===== src/rtl/mem_dump_engine.sv =====
// Sequential read-out engine for memory port B: walks a contiguous word range after a start
// pulse and presents each word with its address on a valid/ready stream.
module mem_dump_engine #(
   parameter int unsigned ADDR_W = 14,
   parameter int unsigned DATA_W = 64
) (
   input  logic              clk_i,
   input  logic              rst_i,
   input  logic              start_i,
   input  logic [ADDR_W-1:0] base_addr_i,
   input  logic [ADDR_W:0]   num_words_i,
   output logic              mem_enb_o,
   output logic              mem_web_o,
   output logic [ADDR_W-1:0] mem_addrb_o,
   input  logic [DATA_W-1:0] mem_doutb_i,
   output logic              dump_valid_o,
   output logic [DATA_W-1:0] dump_data_o,
   output logic [ADDR_W-1:0] dump_addr_o,
   input  logic              dump_ready_i,
   output logic              busy_o,
   output logic              done_o
);

   typedef enum logic [2:0] {
      StIdle,
      StReq,
      StCap,
      StHold,
      StDone
   } state_e;

   localparam logic [ADDR_W:0]   RemOne  = {{ADDR_W{1'b0}}, 1'b1};
   localparam logic [ADDR_W-1:0] AddrOne = {{(ADDR_W-1){1'b0}}, 1'b1};

   state_e              state_q, state_d;
   logic [ADDR_W-1:0]   cur_addr_q, cur_addr_d;
   logic [ADDR_W:0]     remaining_q, remaining_d;
   logic [DATA_W-1:0]   dump_data_q, dump_data_d;
   logic [ADDR_W-1:0]   dump_addr_q, dump_addr_d;
   logic                dump_valid_q, dump_valid_d;

   always_ff @(posedge clk_i or posedge rst_i) begin
      if (rst_i) begin
         state_q      <= StIdle;
         cur_addr_q   <= '0;
         remaining_q  <= '0;
         dump_data_q  <= '0;
         dump_addr_q  <= '0;
         dump_valid_q <= 1'b0;
      end else begin
         state_q      <= state_d;
         cur_addr_q   <= cur_addr_d;
         remaining_q  <= remaining_d;
         dump_data_q  <= dump_data_d;
         dump_addr_q  <= dump_addr_d;
         dump_valid_q <= dump_valid_d;
      end
   end

   always_comb begin
      state_d      = state_q;
      cur_addr_d   = cur_addr_q;
      remaining_d  = remaining_q;
      dump_data_d  = dump_data_q;
      dump_addr_d  = dump_addr_q;
      dump_valid_d = dump_valid_q;
      unique case (state_q)
         StIdle: begin
            if (start_i) begin
               if (num_words_i != '0) begin
                  cur_addr_d  = base_addr_i;
                  remaining_d = num_words_i;
                  state_d     = StReq;
               end else begin
                  state_d = StDone;
               end
            end
         end
         StReq: state_d = StCap;
         StCap: begin
            // Read data from the REQ cycle is valid on port B now.
            dump_data_d  = mem_doutb_i;
            dump_addr_d  = cur_addr_q;
            dump_valid_d = 1'b1;
            state_d      = StHold;
         end
         StHold: begin
            if (dump_ready_i) begin
               dump_valid_d = 1'b0;
               remaining_d  = remaining_q - RemOne;
               cur_addr_d   = cur_addr_q + AddrOne;
               state_d      = (remaining_q == RemOne) ? StDone : StReq;
            end
         end
         StDone: state_d = StIdle;
         default: state_d = StIdle;
      endcase
   end

   assign mem_enb_o    = (state_q == StReq);
   assign mem_web_o    = 1'b0;
   assign mem_addrb_o  = cur_addr_q;
   assign dump_valid_o = dump_valid_q;
   assign dump_data_o  = dump_data_q;
   assign dump_addr_o  = dump_addr_q;
   assign busy_o       = (state_q == StReq) || (state_q == StCap) || (state_q == StHold);
   assign done_o       = (state_q == StDone);

endmodule


===== config.mk =====
export PLATFORM = sky130hd
export DESIGN_NAME = mem_dump_engine
export DESIGN_NICKNAME = d
export VERILOG_FILES = /design/src/rtl/mem_dump_engine.sv
export SDC_FILE = /design/constraint.sdc
export NUM_CORES = 1
export LEC_CHECK = 0
export CORE_AREA = 3 3 136 138
export DETAILED_ROUTE_END_ITERATION = 8
export DIE_AREA = 0 0 139 141
export DONT_BUFFER_PORTS = 1
export PLACE_DENSITY = 0.47
export SETUP_SLACK_MARGIN = 0.15
export SYNTH_ARGS = -nofsm -noshare
export SYNTH_HDL_FRONTEND = slang
export SYNTH_SLANG_ARGS = --single-unit

===== constraint.sdc =====
create_clock -name clk_i -period 3.9 [get_ports clk_i]
set_clock_uncertainty 0.05 [all_clocks]
set_input_delay 0.39 -clock clk_i [delete_from_list [all_inputs] [get_ports clk_i]]
set_output_delay 0.39 -clock clk_i [all_outputs]
set_load 0.01 [all_outputs]

==> metrics.md <==
| Metric | Value |
|---|---|
| Status | finished, final reports clean |
| Sequential share of power | 0.496 |
| Layout cells sized above 1 | 0.268 |
| Final Cycle Share | 0.678 |
| Initial DRC count | 163 |
| I/O Pins | 194 |
| Hold Path Origin | mem_doutb_i[6] |
| First-pass GRT wire length | 20.3 mm |
| Worst-Skew Late Latency | 350 ps |
| Ys async rst share | 1.00 |
| Top-area cell type share of the netlist area | 0.555 |
| Reg2reg path depth | 5 |
| Height of the die | 141 um |
| Final setup viols | 0 |
| Part of the power in the clock network | 0.178 |
| Critical path type | reg2reg |
| Gpl congestion | 0.821 |
| Core ar. | 17300 um^2 |
| Pwr per Cell Area | 921 nW/um^2 |
| Clock transition at path regs | 80 ps |
| CTS tree | built |
| Reg2Reg Setup Slack | 1250 ps |
| Crit. path cell count | 5 |
| Leading register cell type out of synthesis | dfrtp_1 |
| Synth Warn # | 0 |
| Fillers | 1726 |
| Post-cts resize count | 0 |
| Sequential area share after synthesis | 0.555 |
| Syn Area/Cell | 11.9 um^2 |
| Synth Register Bits | 111 |
| Total global routing overflow | 0 |
| Pre-CTS setup slack | 1240 ps |
| Switch share | 0.405 |
| Max cap viols | 0 |
| Unrepaired setup endpoints after global routing | no |
| Number of synthesized flops with an enable pin | 0 |
| Commonest cells after routing, fill and taps aside | dfrtp_1, mux2_2, a21oi_1 |
| Pleak | 2.17 nW |
| Required @ worst endpoint | 4090 ps |
| Fin Setup TNS | 0 ps |
| Die area | 19600 um^2 |
| Biggest area consumer among synthesized cells | dfrtp_1 |
| # DRC | 0 |
| CTS buffer count | 9 |
| Final worst slack | 1250 ps |
| Comb pwr share | 0.325 |
| CP arrival | 2840 ps |
| H-tree levels | 3 |
| Critical Path Fanout Max | 18 |
| Num rows | 48 |
| Count of cell types in the netlist | 48 |
| Synthesized area | 5010 um^2 |
| WL final | 12.9 mm |
| Port Buffer Count | 0 |
| Sw Pwr | 2.05 mW |
| Syn Inst Count | 419 |
| Area Overhead vs Synth | 9.67% |
| Clock sink count | 111 |
| Final nets | 509 |
| Commonest non-fill, non-tap cell in the layout | dfrtp_1 |
| Post-DRT Antenna Nets | 0 |
| DP Wirelength | 9.57 mm |
| Via density | 5.24 |
| DR WL/cell | 20.1 um |
| Die X | 139 um |
| Worst hold path type | in2reg |
| Worst rel slew slack | 0.302 |
| CP peak stage delay | 740 ps |
| Vias in the first global route | 3427 |
| Largest delay share family, worst path | compound AO/OA/AOI/OAI gates |
| Hold slack | 135 ps |
| Achievable frequency | 378 MHz |
| Initial core utilization | 0.289 |
| GRT Util Overall | 0.131 |
| Reg-to-Reg End | remaining_q[9] |
| Final Hold Vio Count | 0 |
| Internal power | 3.01 mW |
| Peak VDD IR | 280 uV |
| RR Startpoint | state_q[0] |
| Main area contributors after synthesis | dfrtp_1, mux2_2, a21oi_1 |
| Final Max Slew Viols | 0 |
| Slowest-stage cell, CP | o41a_1 |
| Initial antenna violation count | 0 |
| Setup crit start kind | register |
| Minimum period implied by the final worst setup slack | 2650 ps |
| Measured slew at the worst slew-check pin | 1050 ps |
| Max Buffers Root-to-Sink | 2 |
| DRT Pass-1 Iters | 4 |
| Clock root buffer | clkbuf_16 |
| Worst-path cell chain | or3b_1 -> a21oi_1 -> o41a_1 -> o21ai_0 -> a22o_1 |
| Via count | 3347 |
| Diode count | 0 |
| Syn nets | 519 |
| CP endpoint kind | register |
| Origin of the worst setup path | state_q[0] |
| Pwr Total | 5.06 mW |
| Buf/Inv on CP | 0 |
| Largest net degree at the start of global routing | 80 |
| Critical Path Sink | remaining_q[9] |
-- cell usage after synthesis (5+ instances only) --
cell,number
nor3_1,10
a21oi_1,30
buf_4,5
nand2_1,21
o22ai_1,5
a2bb2oi_1,6
nand3_1,7
nor2_1,22
o21ai_0,29
mux2_2,78
a31oi_1,8
dfrtp_1,111
and3_1,8
buf_2,14
-- timing repair --
action / 4_1_cts / 5_1_grt
endpoints found under the setup margin: 0 / 0
hold buffers: 1 / 0
setup buffers: 0 / 0
hold endpoints to repair: 25 / 0
-- per-stage QoR --
stage                     cells  utilization  area [um^2]
after floorplan             419            -         5010
after global placement      622        0.300         5190
after detailed placement    622        0.300         5190
after CTS                   639        0.317         5490
after global routing        639        0.317         5490
final                       639        0.317         5490
-- flip-flops by register name, summed over array words and instances (netlist names) --
name,count
dump_valid_o,1
state_q,3
mem_addrb_o,14
remaining_q,15
dump_addr_o,14
dump_data_o,64
-- power by group through the flow --
stage | clock [mW] | sequential [mW] | combinational, mW
after floorplan | 0 | 2.32 | 1.45
final | 0.903 | 2.51 | 1.64
after CTS | 0.950 | 2.53 | 1.68
after global routing | 0.990 | 2.61 | 1.85
after global placement | 0 | 2.54 | 1.61
after detailed placement | 0 | 2.56 | 1.68
-- worst min-delay path by stage --
| stage | to | slack, ps | cells after the start |
|---|---|---|---|
| 6_report | dump_data_o[6] | 140 | 1 |
| 5_1_grt | dump_data_o[6] | 110 | 1 |
| 4_1_cts | dump_data_o[44] | 110 | 1 |
| 3_5_place_dp | dump_data_o[34] | 380 | 1 |
| 3_3_place_gp | dump_data_o[18] | 370 | 1 |
| 2_1_floorplan | remaining_q[13] | 420 | 2 |
-- final cells by class --
cell class	instances	area [um^2]	share of cell area
sequential	111	2780	0.506
multi-input combinational	275	2050	0.373
tap	225	282	0.0513
clock buffer	9	225	0.0410
timing repair buffer	8	75.1	0.0137
clock inverter	7	63.8	0.0116
inverter	4	17.5	0.00319
-- cell families (layout without fill, tap and decap cells) --
kind of cell    count (synthesis)  after routing  share of synthesized area
mux                            79             79                      0.177
simple gates                   93             93                     0.0987
flops                         111            111                      0.555
other cells                     1              1                   0.000749
buf+inv                        33             28                     0.0395
compound gates                 99             99                      0.121
fa+ha+maj                       3              3                    0.00750
-- routing by layer --
| layer | track usage | vias up | share of wire |
|---|---|---|---|
| met2 | 0.198 | 153 | 0.46 |
| li1 | - | 1521 | - |
| met5 | 0 | - | 0 |
| met3 | 0.0546 | 10 | 0.093 |
| met1 | 0.171 | 1663 | 0.43 |
| met4 | 0.0391 | 0 | 0.011 |
Power figures use the tool's default switching activity.
